`src/rtl/lfsr_sram_ctrl_if.sv`:
```
// rtl/lfsr_sram_ctrl_if.sv - LFSR/SRAM controller bus: seed, enables, SRAM read data, strobes, write data and addresses
interface lfsr_sram_ctrl_if #(
    parameter int AW = 7
);
    logic [97:0]   rg_out;
    logic          EN_LFSR;
    logic          EN_LOAD_SRAM;
    logic [63:0]   dataout1;
    logic [63:0]   dataout2;
    logic [63:0]   dataout3;
    logic [63:0]   dataout4;
    logic [63:0]   dataout_ba;
    logic          OEB1;
    logic          CSB1;
    logic          WEB1;
    logic          OEB2;
    logic          CSB2;
    logic          WEB2;
    logic [63:0]   datain1;
    logic [63:0]   datain2;
    logic [63:0]   datain3;
    logic [63:0]   datain4;
    logic [63:0]   datain_ba;
    logic [AW-1:0] address;
    logic [AW-1:0] address_ba;

    modport slave (
        input  rg_out, EN_LFSR, EN_LOAD_SRAM,
        input  dataout1, dataout2, dataout3, dataout4, dataout_ba,
        input  OEB1, CSB1, WEB1, OEB2, CSB2, WEB2,
        output datain1, datain2, datain3, datain4, datain_ba, address, address_ba
    );

    modport master (
        output rg_out, EN_LFSR, EN_LOAD_SRAM,
        output dataout1, dataout2, dataout3, dataout4, dataout_ba,
        output OEB1, CSB1, WEB1, OEB2, CSB2, WEB2,
        input  datain1, datain2, datain3, datain4, datain_ba, address, address_ba
    );
endinterface

```
`src/rtl/lfsr_sram_ctrl.sv`:
```
// rtl/lfsr_sram_ctrl.sv - 98-bit LFSR pattern source with mask preload and SRAM write-data/address generation
module lfsr_sram_ctrl #(
    parameter int TAP = 26,
    parameter int AW  = 7
) (
    input  logic               clk,
    input  logic               reset,
    lfsr_sram_ctrl_if.slave    bus
);
    logic [97:0]   s_q, s_d;
    logic [63:0]   m_q, m_d;
    logic [AW-1:0] a_q, a_d;
    logic [AW-1:0] b_q, b_d;

    always_ff @(posedge clk or posedge reset) begin
        if (reset) begin
            s_q <= '0;
            m_q <= '0;
            a_q <= '0;
            b_q <= '0;
        end else begin
            s_q <= s_d;
            m_q <= m_d;
            a_q <= a_d;
            b_q <= b_d;
        end
    end

    always_comb begin
        s_d = s_q;
        m_d = m_q;
        a_d = a_q;
        b_d = b_q;
        case ({bus.EN_LFSR, bus.EN_LOAD_SRAM})
            2'b10: s_d = bus.rg_out;
            2'b01: begin
                if (!bus.CSB2 && !bus.OEB2) begin
                    m_d = bus.dataout_ba;
                    b_d = b_q + 1'b1;
                end
            end
            2'b11: begin
                // An all-zero state stays zero; seeding a non-zero value is left to the user.
                s_d = {s_q[96:0], s_q[97] ^ s_q[TAP]};
                if (!bus.CSB1 && !bus.WEB1) begin
                    a_d = a_q + 1'b1;
                end
            end
            default: ;
        endcase
    end

    // Write data reflects the pre-step state, so the word landing at address A comes from the old S.
    assign bus.datain1    = s_q[63:0] ^ m_q;
    assign bus.datain2    = {30'b0, s_q[97:64]};
    assign bus.datain3    = bus.dataout3 ^ s_q[63:0];
    assign bus.datain4    = bus.dataout4 ^ {30'b0, s_q[97:64]};
    assign bus.datain_ba  = m_q;
    assign bus.address    = a_q;
    assign bus.address_ba = b_q;

    logic unused_inputs;
    assign unused_inputs = ^{bus.dataout1, bus.dataout2, bus.OEB1, bus.WEB2};
endmodule

```
`src/flat_wrapper.sv`:
```
// flat-port wrapper written by rule: the top's interface ports become plain ports
module lfsr_sram_ctrl_flat 
#(
    parameter int TAP = 26,
    parameter int AW  = 7
)
  (clk, reset, bus_rg_out, bus_EN_LFSR, bus_EN_LOAD_SRAM, bus_dataout1, bus_dataout2, bus_dataout3, bus_dataout4, bus_dataout_ba, bus_OEB1, bus_CSB1, bus_WEB1, bus_OEB2, bus_CSB2, bus_WEB2, bus_datain1, bus_datain2, bus_datain3, bus_datain4, bus_datain_ba, bus_address, bus_address_ba);
  lfsr_sram_ctrl_if #(.AW(AW)) bus_i ();
  input  logic clk;
  input  logic reset;
  input wire logic [$bits(bus_i.rg_out)-1:0] bus_rg_out;
  input wire logic [$bits(bus_i.EN_LFSR)-1:0] bus_EN_LFSR;
  input wire logic [$bits(bus_i.EN_LOAD_SRAM)-1:0] bus_EN_LOAD_SRAM;
  input wire logic [$bits(bus_i.dataout1)-1:0] bus_dataout1;
  input wire logic [$bits(bus_i.dataout2)-1:0] bus_dataout2;
  input wire logic [$bits(bus_i.dataout3)-1:0] bus_dataout3;
  input wire logic [$bits(bus_i.dataout4)-1:0] bus_dataout4;
  input wire logic [$bits(bus_i.dataout_ba)-1:0] bus_dataout_ba;
  input wire logic [$bits(bus_i.OEB1)-1:0] bus_OEB1;
  input wire logic [$bits(bus_i.CSB1)-1:0] bus_CSB1;
  input wire logic [$bits(bus_i.WEB1)-1:0] bus_WEB1;
  input wire logic [$bits(bus_i.OEB2)-1:0] bus_OEB2;
  input wire logic [$bits(bus_i.CSB2)-1:0] bus_CSB2;
  input wire logic [$bits(bus_i.WEB2)-1:0] bus_WEB2;
  output wire logic [$bits(bus_i.datain1)-1:0] bus_datain1;
  output wire logic [$bits(bus_i.datain2)-1:0] bus_datain2;
  output wire logic [$bits(bus_i.datain3)-1:0] bus_datain3;
  output wire logic [$bits(bus_i.datain4)-1:0] bus_datain4;
  output wire logic [$bits(bus_i.datain_ba)-1:0] bus_datain_ba;
  output wire logic [$bits(bus_i.address)-1:0] bus_address;
  output wire logic [$bits(bus_i.address_ba)-1:0] bus_address_ba;
  assign bus_i.rg_out = bus_rg_out;
  assign bus_i.EN_LFSR = bus_EN_LFSR;
  assign bus_i.EN_LOAD_SRAM = bus_EN_LOAD_SRAM;
  assign bus_i.dataout1 = bus_dataout1;
  assign bus_i.dataout2 = bus_dataout2;
  assign bus_i.dataout3 = bus_dataout3;
  assign bus_i.dataout4 = bus_dataout4;
  assign bus_i.dataout_ba = bus_dataout_ba;
  assign bus_i.OEB1 = bus_OEB1;
  assign bus_i.CSB1 = bus_CSB1;
  assign bus_i.WEB1 = bus_WEB1;
  assign bus_i.OEB2 = bus_OEB2;
  assign bus_i.CSB2 = bus_CSB2;
  assign bus_i.WEB2 = bus_WEB2;
  assign bus_datain1 = bus_i.datain1;
  assign bus_datain2 = bus_i.datain2;
  assign bus_datain3 = bus_i.datain3;
  assign bus_datain4 = bus_i.datain4;
  assign bus_datain_ba = bus_i.datain_ba;
  assign bus_address = bus_i.address;
  assign bus_address_ba = bus_i.address_ba;
  lfsr_sram_ctrl #(.TAP(TAP), .AW(AW)) u_core (.clk(clk), .reset(reset), .bus(bus_i));
endmodule
```
`config.mk`:
```
export PLATFORM = sky130hd
export DESIGN_NAME = lfsr_sram_ctrl_flat
export DESIGN_NICKNAME = d
export VERILOG_FILES = /design/src/rtl/lfsr_sram_ctrl_if.sv /design/src/rtl/lfsr_sram_ctrl.sv /design/src/flat_wrapper.sv
export SDC_FILE = /design/constraint.sdc
export NUM_CORES = 1
export LEC_CHECK = 0
export ABC_CLOCK_PERIOD_IN_PS = 7880
export CORE_AREA = 5 5 292 294
export DETAILED_ROUTE_END_ITERATION = 12
export DIE_AREA = 0 0 297 299
export PLACE_DENSITY = 0.33
export SLEW_MARGIN = 20
export SYNTH_ARGS = -nofsm -noshare
export SYNTH_HDL_FRONTEND = slang
export SYNTH_SLANG_ARGS = --single-unit
```
`constraint.sdc`:
```
create_clock -name clk -period 7.88 [get_ports clk]
set_input_delay 1.182 -clock clk [delete_from_list [all_inputs] [get_ports clk]]
set_output_delay 1.182 -clock clk [all_outputs]
set_load 0.005 [all_outputs]
```
==> results.md, run 1 <==
- Status: finished, final reports clean
- Vias in the first global route: 8211
- Hold_ws: 0.482 ns
- Setup-violating endpoint count in the final report: 0
- Power share of the clock group: 26.9%
- Capturing element type of the critical path: output port
- Detailed Route WL: 46100 um
- Footprint of the multi-input gates: 0.00437 mm^2
- Number of DRC violations after detailed routing: 0
- Number of buffers inserted by hold repair at cts: 0
- Number of synthesis warnings: 0
- Clock latency of the later-clocked register in the worst-skew pair: 0.47 ns
- Max-cap check violation count: 0
- Cells on Worst Hold Path: 1
- Total CTS buffers: 17
- Flop2flop setup slack: 6.49 ns
- Most frequent cell after synthesis: dfrtp_1
- Most used flip-flop cell after synthesis: dfrtp_1
- Startpoint of the lowest-slack hold path: u_core.bus.address[6]
- CP Launch Type: input port
- Weighted congestion reported at the end of routability-driven placement: 0.751
- Accumulated negative setup slack: 0 ns
- CTS tree: built
- Arrival time at the worst endpoint: 2.52 ns
- Setup bufs post-CTS: 0
- Via count: 7829
- Number of detailed-route iterations in the first pass: 4
- Clock-pin slew reported for the worst setup and hold paths after clock tree synthesis: 0.08 ns
- Part of the total power dissipated in combinational logic: 36.1%
- Total of fill cells in the finished design: 9084
- Most frequent cells after synthesis: 176 x dfrtp_1, 164 x xor2_1, 98 x a21oi_1, 98 x nor2_1, 97 x mux2i_1
- Vias per Instance: 3.23
- Power share of the sequential group: 37.0%
- Instance count after placement with tap cells included: 2388
- EDFF count, synth: 0
- Full die area: 0.0888 mm^2
- Number of DRC violations after detailed-routing iteration 0: 319
- Endpoint required time on the critical path: 6.70 ns
- Global-route wire length before repair: 64900 um
- Die span in x: 297 um
- HPWL after detailed placement: 36400 um
- Final clock period utilization by the worst path: 47.0%
- Highest achievable clock rate: 270 MHz
- Gr ovfl total: 0
- Kind of critical path: in -> out
- Initial standard-cell utilization of the core: 11.6%
- Root cell of the clock tree: clkbuf_16
- Areal power density over the cells: 216 mW/mm^2
- Critical register-to-register path startpoint: u_core.s_q[26]
- Area occupied by registers: 0.00440 mm^2
- Hold violation count in the final report: 0
- Number of top-level pins: 762
- Max Slew Vio Count: 0
- Transition time at the pin with the least slew margin: 0.940 ns
- Setup repair after global routing missed its margin: no
- Maximum buffer depth of the clock tree: 2
- Count of cells resized by post-cts repair: 0
- Switching fraction of total power: 31.3%
- Leak: 6.42 nW
- Largest cells by area after synthesis: dfrtp_1 46%, xor2_1 15%, mux2i_1 10%
- Post-route design area: 0.0162 mm^2
- Switching component of the power: 1.09 mW
- Part of the Yosys area used for sequential elements: 46.1%
- Number of synthesized register bits: 176
- Reg-to-reg critical path endpoint: u_core.s_q[0]
- Average instance area after synthesis: 11.0 um^2
- Placeable core region: 0.0826 mm^2
- Non-filler cells, final: 2422
- Cell count of the worst reg-to-reg path: 3
- Worst setup margin: 4.18 ns
- Pre-CTS WS: 4.04 ns
- Layout cell share with drive strength beyond 1: 8.14%
- TritonCTS Sinks: 176
- Hold Crit Class: reg -> reg
- Worst IR Drop VDD: 0.000143 V
- Row Count: 106
- Initial antenna violation count: 13
- GRT Total Usage: 10.0%
- Share of synthesized registers carrying an async set or reset: 100%
- Critical path fanouts, max: 1
- Level count of the clock H-tree: 4
- Antenna violation net count after detailed routing: 0
- Mapped Cells: 867
- Post-Synthesis Cell Area: 0.00955 mm^2
- Dominant cell type by area after synthesis: dfrtp_1
- Clock skew: 0.00989 ns
- Overall die height: 299 um
- Destination of the worst hold path: u_core.bus.address[6]
- Number of distinct library cell variants in the gate-level netlist after synthesis: 19
- Internal: 2.41 mW
- Min cycle time layout: 3.70 ns
- Wirelength per Cell: 19.0 um
- Layout-stage area growth over the synthesis result: 70.0%
- Pin count of the biggest net entering global routing: 95
- Number of port buffers: 541
- Total number of nets in the final design: 1757
- Headroom to the max-slew limit: 37.3%
- Area post-placement: 0.0156 mm^2
- Portion of synthesized cell area occupied by the leading cell type: 46.1%
==> state kept, by name, indices dropped and copies added, names as in the netlist <==
signal and cells:
u_core.s_q 98, u_core.bus.datain_ba 64, u_core.bus.address 7, u_core.bus.address_ba 7
==> cell usage in the layout (no fill, tap or decap) <==
master,synthesis,routed
nor4b_4,1,1
mux2i_1,97,97
buf_6,0,2
clkinv_4,0,3
nor2_1,98,98
conb_1,1,30
clkbuf_1,14,1
a21oi_1,98,98
inv_6,0,3
diode_2,0,3
nand2_1,3,3
nand4_1,7,7
buf_12,0,1
mux2_2,67,67
inv_8,0,3
ha_1,2,2
xor2_1,164,164
clkinvlp_4,0,1
nor4bb_2,0,1
bufinv_16,0,3
xnor2_1,11,11
dfrtp_1,176,176
clkbuf_16,0,17
clkdlybuf4s50_1,0,539
buf_4,94,6
clkinv_2,0,1
and3_1,4,4
==> stage by stage <==
stage / util, % / total power [mW]
after global placement: 18.9 / 2.62
after floorplan: - / 1.68
after CTS: 19.6 / 3.62
final: 19.7 / 3.50
after global routing: 19.6 / 3.73
after detailed placement: 18.9 / 2.62
==> logic make-up after synthesis <==
family / synth area share, %
fa+ha+maj: 0.262
simple gates: 5.04
flops: 46.1
buf+inv: 9.30
compound gates: 5.13
xor+xnor: 16.0
other cells: 0.0393
mux: 18.1
==> area by class of cell <==
| cell class | instances | share of cell area, % |
|---|---|---|
| Tap cell | 1080 | 8.32 |
| Clock buffer | 18 | 2.64 |
| Sequential cell | 176 | 27.1 |
| Inverter | 1 | 0.0693 |
| Multi-Input combinational cell | 583 | 26.9 |
| Clock inverter | 13 | 1.09 |
| Timing Repair Buffer | 548 | 33.8 |
| Antenna cell | 3 | 0.0462 |
==> power by group through the flow <==
| stage | combinational (mW) | sequential (mW) | clock, mW |
|---|---|---|---|
| final | 1.26 | 1.30 | 0.942 |
| after floorplan | 0.444 | 1.24 | 0 |
| after detailed placement | 1.29 | 1.33 | 0 |
| after CTS | 1.30 | 1.31 | 1.01 |
| after global placement | 1.30 | 1.32 | 0 |
| after global routing | 1.36 | 1.33 | 1.03 |
==> worst max-delay path, stage by stage <==
cell	delay, ns
clkdlybuf4s50_1	0.47
xor2_1	0.29
clkdlybuf4s50_1	0.57
==> routing by layer <==
layer	share of wire, %	track usage (%)
met5	0.24	0
met4	1.6	2.87
met3	7.8	3.84
met2	48	16.6
met1	42	12.2
==> worst max-delay path by stage <==
stage,startpoint,endpoint,slack (ns),cells after the start
after floorplan,reset,u_core.bus.address[0],1.92,1
after global placement,bus_EN_LOAD_SRAM,u_core.bus.address_ba[6],4.06,6
after detailed placement,bus_EN_LOAD_SRAM,u_core.bus.address_ba[6],4.04,6
after CTS,bus_dataout3[63],bus_datain3[63],4.15,3
after global routing,bus_dataout3[63],bus_datain3[63],4.11,3
final,bus_dataout3[63],bus_datain3[63],4.18,3
(Power assumes the default switching activity.)
==> run 2: changes to the inputs <==
--- a/config.mk
+++ b/config.mk
@@ -5,11 +5,11 @@
 export SDC_FILE = /design/constraint.sdc
 export NUM_CORES = 1
 export LEC_CHECK = 0
-export ABC_CLOCK_PERIOD_IN_PS = 7880
-export CORE_AREA = 5 5 292 294
+export ABC_CLOCK_PERIOD_IN_PS = 3050
+export CORE_AREA = 5 5 293 295
 export DETAILED_ROUTE_END_ITERATION = 12
-export DIE_AREA = 0 0 297 299
-export PLACE_DENSITY = 0.33
+export DIE_AREA = 0 0 298 300
+export PLACE_DENSITY = 0.34
 export SLEW_MARGIN = 20
 export SYNTH_ARGS = -nofsm -noshare
 export SYNTH_HDL_FRONTEND = slang
==> constraint.sdc (replaced) <==
create_clock -name clk -period 3.05 [get_ports clk]
set_input_delay 0.4575 -clock clk [delete_from_list [all_inputs] [get_ports clk]]
set_output_delay 0.4575 -clock clk [all_outputs]
set_load 0.005 [all_outputs]
==> run 2 against run 1 <==
- die area grew 0.67%
- utilization up 0.071 points
- worst hold slack got worse by 0.15 ns
- non-clock buffer count rose by 12
- via count about the same
- critical path type is now reg -> out
- total power grew to 2.5 times the previous value
- critical endpoint is now bus_datain1[62]
- largest power group unchanged
- global-route usage fell by 0.18 points
- sequential power rose to 2.6 times the previous value
- worst setup slack worse by 3.5 ns
- register-to-register slack lost 4.8 ns
==> results.md, run 2 (synthesis gave the netlist of run 1 again) <==
- Total CTS buffers: 17
- Pin count of the biggest net entering global routing: 108
- Number of port buffers: 541
- Non-filler cells, final: 2432
- Most frequent standard cell in the layout excluding fill and tap cells: clkdlybuf4s50_1
- CTS tree: built
- Initial standard-cell utilization of the core: 11.5%
- Level count of the clock H-tree: 4
- Root cell of the clock tree: clkbuf_16
- Top reg by flops: u_core.s_q
- Min cycle time layout: 2.37 ns
- Die span in x: 298 um
- Endpoint required time on the critical path: 2.59 ns
- Total number of nets in the final design: 1769
- Setup repair after global routing missed its margin: no
- Via count: 7822
- TritonCTS Sinks: 176
- Setup bufs post-CTS: 0
- Global-route wire length before repair: 64300 um
- Placeable core region: 0.0829 mm^2
- Overall die height: 300 um
- Footprint of the multi-input gates: 0.00437 mm^2
- Cells on Worst Hold Path: 2
- Accumulated negative setup slack: 0 ns
- Max FFs per register: 98
- Setup-violating endpoint count in the final report: 0
- Critical path fanouts, max: 4
- Hold violation count in the final report: 0
- Number of top-level pins: 762
- Arrival time at the worst endpoint: 1.91 ns
- Leak: 6.47 nW
- Worst IR Drop VDD: 0.000326 V
- Max-cap check violation count: 0
- Area occupied by registers: 0.00440 mm^2
- Number of DRC violations after detailed-routing iteration 0: 269
- Weighted congestion reported at the end of routability-driven placement: 0.758
- Highest achievable clock rate: 422 MHz
- Count of cells resized by post-cts repair: 0
- Number of buffers inserted by hold repair at cts: 0
- Sum of internal, switching and leakage power: 8.87 mW
- Clock skew: 0.00919 ns
- Transition time at the pin with the least slew margin: 0.750 ns
- Hold Crit Class: in -> reg
- Final clock period utilization by the worst path: 77.6%
- Vias in the first global route: 8359
- Areal power density over the cells: 543 mW/mm^2
- HPWL after detailed placement: 36300 um
- Wirelength per Cell: 18.7 um
- Capturing element type of the critical path: output port
- Clock latency of the later-clocked register in the worst-skew pair: 0.47 ns
- Final standard cell utilization of the core: 19.7%
- Antenna violation net count after detailed routing: 0
- CP Launch Type: flop
- Gr ovfl total: 0
- Kind of critical path: reg -> out
- Detailed Route WL: 45500 um
- Vias per Instance: 3.22
- Full die area: 0.0894 mm^2
- Status: finished, final reports clean
- Layout-stage area growth over the synthesis result: 71.2%
- Most frequent cells in the layout: 539 x clkdlybuf4s50_1, 176 x dfrtp_1, 164 x xor2_1
- Instance count after placement with tap cells included: 2400
- Headroom to the max-slew limit: 50.0%
- Max Slew Vio Count: 0
- Clock-pin slew reported for the worst setup and hold paths after clock tree synthesis: 0.07 ns
- Cell count of the worst reg-to-reg path: 4
- GRT Total Usage: 9.85%
- Row Count: 106
- Total of fill cells in the finished design: 9055
- Initial antenna violation count: 6
- Number of detailed-route iterations in the first pass: 4
- Layout cell share with drive strength beyond 1: 8.73%
- Number of DRC violations after detailed routing: 0
- Maximum buffer depth of the clock tree: 2
## run 2: path summary, 6_finish.rpt
kind | slack (ns) | endpoint | start
setup / recovery | 0.68 | bus_datain1[62] | u_core.s_q[62]
hold / removal | 0.33 | u_core.s_q[77] | bus_EN_LFSR
setup reg to reg | 1.68 | u_core.s_q[0] | u_core.s_q[26]
hold reg to reg | 0.48 | u_core.bus.address_ba[6] | u_core.bus.address_ba[6]
max in group asynchronous | 1.88 | u_core.s_q[32] | reset
min in group asynchronous | 0.39 | u_core.bus.datain_ba[16] | reset
## run 2: report_power, final
part | switching (mW) | leakage [nW] | internal (mW)
Combinational | 1.11 | 4.19 | 2.20
Sequential | 0.596 | 2.02 | 2.74
Clock | 1.10 | 0.258 | 1.13
Total | 2.81 | 6.47 | 6.07
## run 2: per-stage QoR
stage          worst slack [ns]  hold slack (ns)  instance area (um^2)
2_1_floorplan             0.340            0.468                  9660
3_3_place_gp              0.767            0.467                 15800
3_5_place_dp              0.757            0.468                 15800
4_1_cts                   0.534            0.261                 16300
5_1_grt                   0.559            0.293                 16300
6_report                  0.682            0.334                 16300
## run 2: area by class of cell
cell class	count	share of cell area (%)
antenna	1	0.0153
clock buffer	20	2.67
clock inverter	11	0.650
inverter	1	0.0459
multi-input combinational	583	26.7
sequential	176	26.9
tap	1080	8.27
timing repair buffer	560	34.7
## run 2: routing by layer
layer	routed length (um)	track usage (%)	part of all wire (%)	up-vias
li1	-	-	-	3726
met1	20400	12.8	45	3740
met2	21400	15.9	47	303
met3	2870	3.04	6.3	49
met4	815	2.78	1.8	4
met5	21	0	0.046	-
## run 2: worst max-delay path, stage by stage (launching register included)
cell             delay [ns]
dfrtp_1                0.67
xor2_1                 0.18
clkdlybuf4s50_1        0.58
==> run 3: changes to the inputs <==
--- a/config.mk
+++ b/config.mk
@@ -5,11 +5,11 @@
 export SDC_FILE = /design/constraint.sdc
 export NUM_CORES = 1
 export LEC_CHECK = 0
-export ABC_CLOCK_PERIOD_IN_PS = 3050
-export CORE_AREA = 5 5 293 295
+export ABC_CLOCK_PERIOD_IN_PS = 2250
+export CORE_AREA = 5 5 292 294
 export DETAILED_ROUTE_END_ITERATION = 12
-export DIE_AREA = 0 0 298 300
-export PLACE_DENSITY = 0.34
+export DIE_AREA = 0 0 297 299
+export PLACE_DENSITY = 0.33
 export SLEW_MARGIN = 20
 export SYNTH_ARGS = -nofsm -noshare
 export SYNTH_HDL_FRONTEND = slang
==> constraint.sdc (replaced) <==
create_clock -name clk -period 2.25 [get_ports clk]
set_input_delay 0.3375 -clock clk [delete_from_list [all_inputs] [get_ports clk]]
set_output_delay 0.3375 -clock clk [all_outputs]
set_load 0.005 [all_outputs]
==> run 3 against run 2 <==
- worst hold slack got worse by 0.11 ns
- total power rose by 36%
- sequential share of layout area fell by 0.16 points
- non-clock buffer count rose by 8
- sequential power rose by 36%
- combinational power rose by 36%
- via count rose by 1.0%
- first-iteration DRC count fell by 18%
- count of clock-buffer cells in the layout rose by 2
- critical path type unchanged
==> results.md, run 3 (synthesis gave the netlist of run 1 again) <==
- Full die area: 0.0888 mm^2
- Setup repair after global routing missed its margin: no
- Number of top-level pins: 762
- Most frequent standard cell in the layout excluding fill and tap cells: clkdlybuf4s50_1
- Setup-violating endpoint count in the final report: 0
- Capturing element type of the critical path: output port
- Number of port buffers: 541
- Detailed Route WL: 45400 um
- Endpoint required time on the critical path: 1.91 ns
- Routing usage on met3: 4.01%
- Areal power density over the cells: 731 mW/mm^2
- Number of DRC violations after detailed routing: 0
- Max-cap check violation count: 0
- Most Used Layer, Global Route: met2
- Kind of critical path: reg -> out
- Total number of nets in the final design: 1777
- Row Count: 106
- Met1 demand-to-capacity share in global routing: 12.3%
- Vias in the first global route: 8403
- Highest achievable clock rate: 461 MHz
- Number of buffers inserted by hold repair at cts: 0
- Die span in x: 297 um
- Clock-pin slew reported for the worst setup and hold paths after clock tree synthesis: 0.08 ns
- Via count: 7902
- Clock skew: 0.0119 ns
- Transition time at the pin with the least slew margin: 0.502 ns
- Level count of the clock H-tree: 4
- Hold Crit Class: in -> async
- Total CTS buffers: 17
- Initial antenna violation count: 8
- Gr ovfl total: 0
- Min cycle time layout: 2.17 ns
- Vias per Instance: 3.24
- Number of DRC violations after detailed-routing iteration 0: 220
- Worst setup margin: 0.0787 ns
- Leak: 6.52 nW
- Pin count of the biggest net entering global routing: 102
- CTS tree: built
- Max Slew Vio Count: 0
- Arrival time at the worst endpoint: 1.83 ns
- Final clock period utilization by the worst path: 96.5%
- Routing usage on met2: 16.3%
- Root cell of the clock tree: clkbuf_16
- Layout-stage area growth over the synthesis result: 72.3%
- Sum of internal, switching and leakage power: 12.0 mW
- Overall die height: 299 um
- Headroom to the max-slew limit: 66.5%
- Top reg by flops: u_core.s_q
- TritonCTS Sinks: 176
- HPWL after detailed placement: 37400 um
- CP Launch Type: flop
- Clock latency of the later-clocked register in the worst-skew pair: 0.48 ns
- Maximum buffer depth of the clock tree: 2
- Pre-CTS WS: 0.116 ns
- Critical path fanouts, max: 4
- Wirelength per Cell: 18.6 um
- GRT Total Usage: 9.98%
- Number of detailed-route iterations in the first pass: 4
- Max FFs per register: 98
- Hold violation count in the final report: 0
- Most frequent cells in the layout: 538 x clkdlybuf4s50_1, 174 x dfrtp_1, 162 x xor2_1
- Layout cell share with drive strength beyond 1: 9.78%
- Setup bufs post-CTS: 0
- Worst IR Drop VDD: 0.000469 V
- Weighted congestion reported at the end of routability-driven placement: 0.763
- Global-route wire length before repair: 64700 um
- Status: finished, final reports clean
- Antenna violation net count after detailed routing: 0
- Initial standard-cell utilization of the core: 11.6%
- Count of cells resized by post-cts repair: 5
- Placeable core region: 0.0826 mm^2
[run 3: metrics by stage]
stage	util, %	setup TNS [ns]	std cells	hold slack [ns]	instance area, um^2
6_report	19.9	0	2441	0.224	16500
5_1_grt	19.9	0	2440	0.216	16500
4_1_cts	19.9	0	2440	0.183	16500
3_5_place_dp	19.2	0	2408	0.465	15900
3_3_place_gp	19.2	0	2408	0.465	15900
2_1_floorplan	-	-59.86	896	0.468	9660
[run 3: final timing paths]
path	start	to	slack, ns	depth (start not counted)
worst min-delay path	reset	u_core.s_q[78]	0.22	2
max in group asynchronous	reset	u_core.s_q[29]	1.35	4
worst max-delay path	u_core.s_q[64]	bus_datain4[0]	0.08	2
worst max register to register	u_core.s_q[26]	u_core.s_q[0]	0.74	5
worst min register to register	u_core.bus.address_ba[6]	u_core.bus.address_ba[6]	0.47	1
min in group clk	bus_EN_LFSR	u_core.s_q[96]	0.40	3
[run 3: area by class of cell]
type                    count  area (um^2)
diodes                      1         2.50
clock buffers              22          484
clock inverters            10         75.1
fillers                  9087        66200
inverters                   1         7.51
multi-input cells         583         4380
flip-flops and latches    176         4410
well taps                1080         1350
repair buffers            568         5740
[run 3: report_power, final]
part           internal (mW)  switching, mW  total, mW
logic                   2.99           1.51       4.50
clock network           1.54           1.46       3.00
registers               3.71          0.826       4.54
[run 3: critical path, stage by stage, from the launching register on]
cell and delay, ns:
dfrtp_1 0.63, xor2_1 0.19, clkdlybuf4s50_1 0.52
[run 3: layer usage]
layer	wire length (um)	vias to the layer above
met3	3540	46
met1	19600	3807
li1	-	3734
met2	21600	301
met4	574	14
met5	86	-
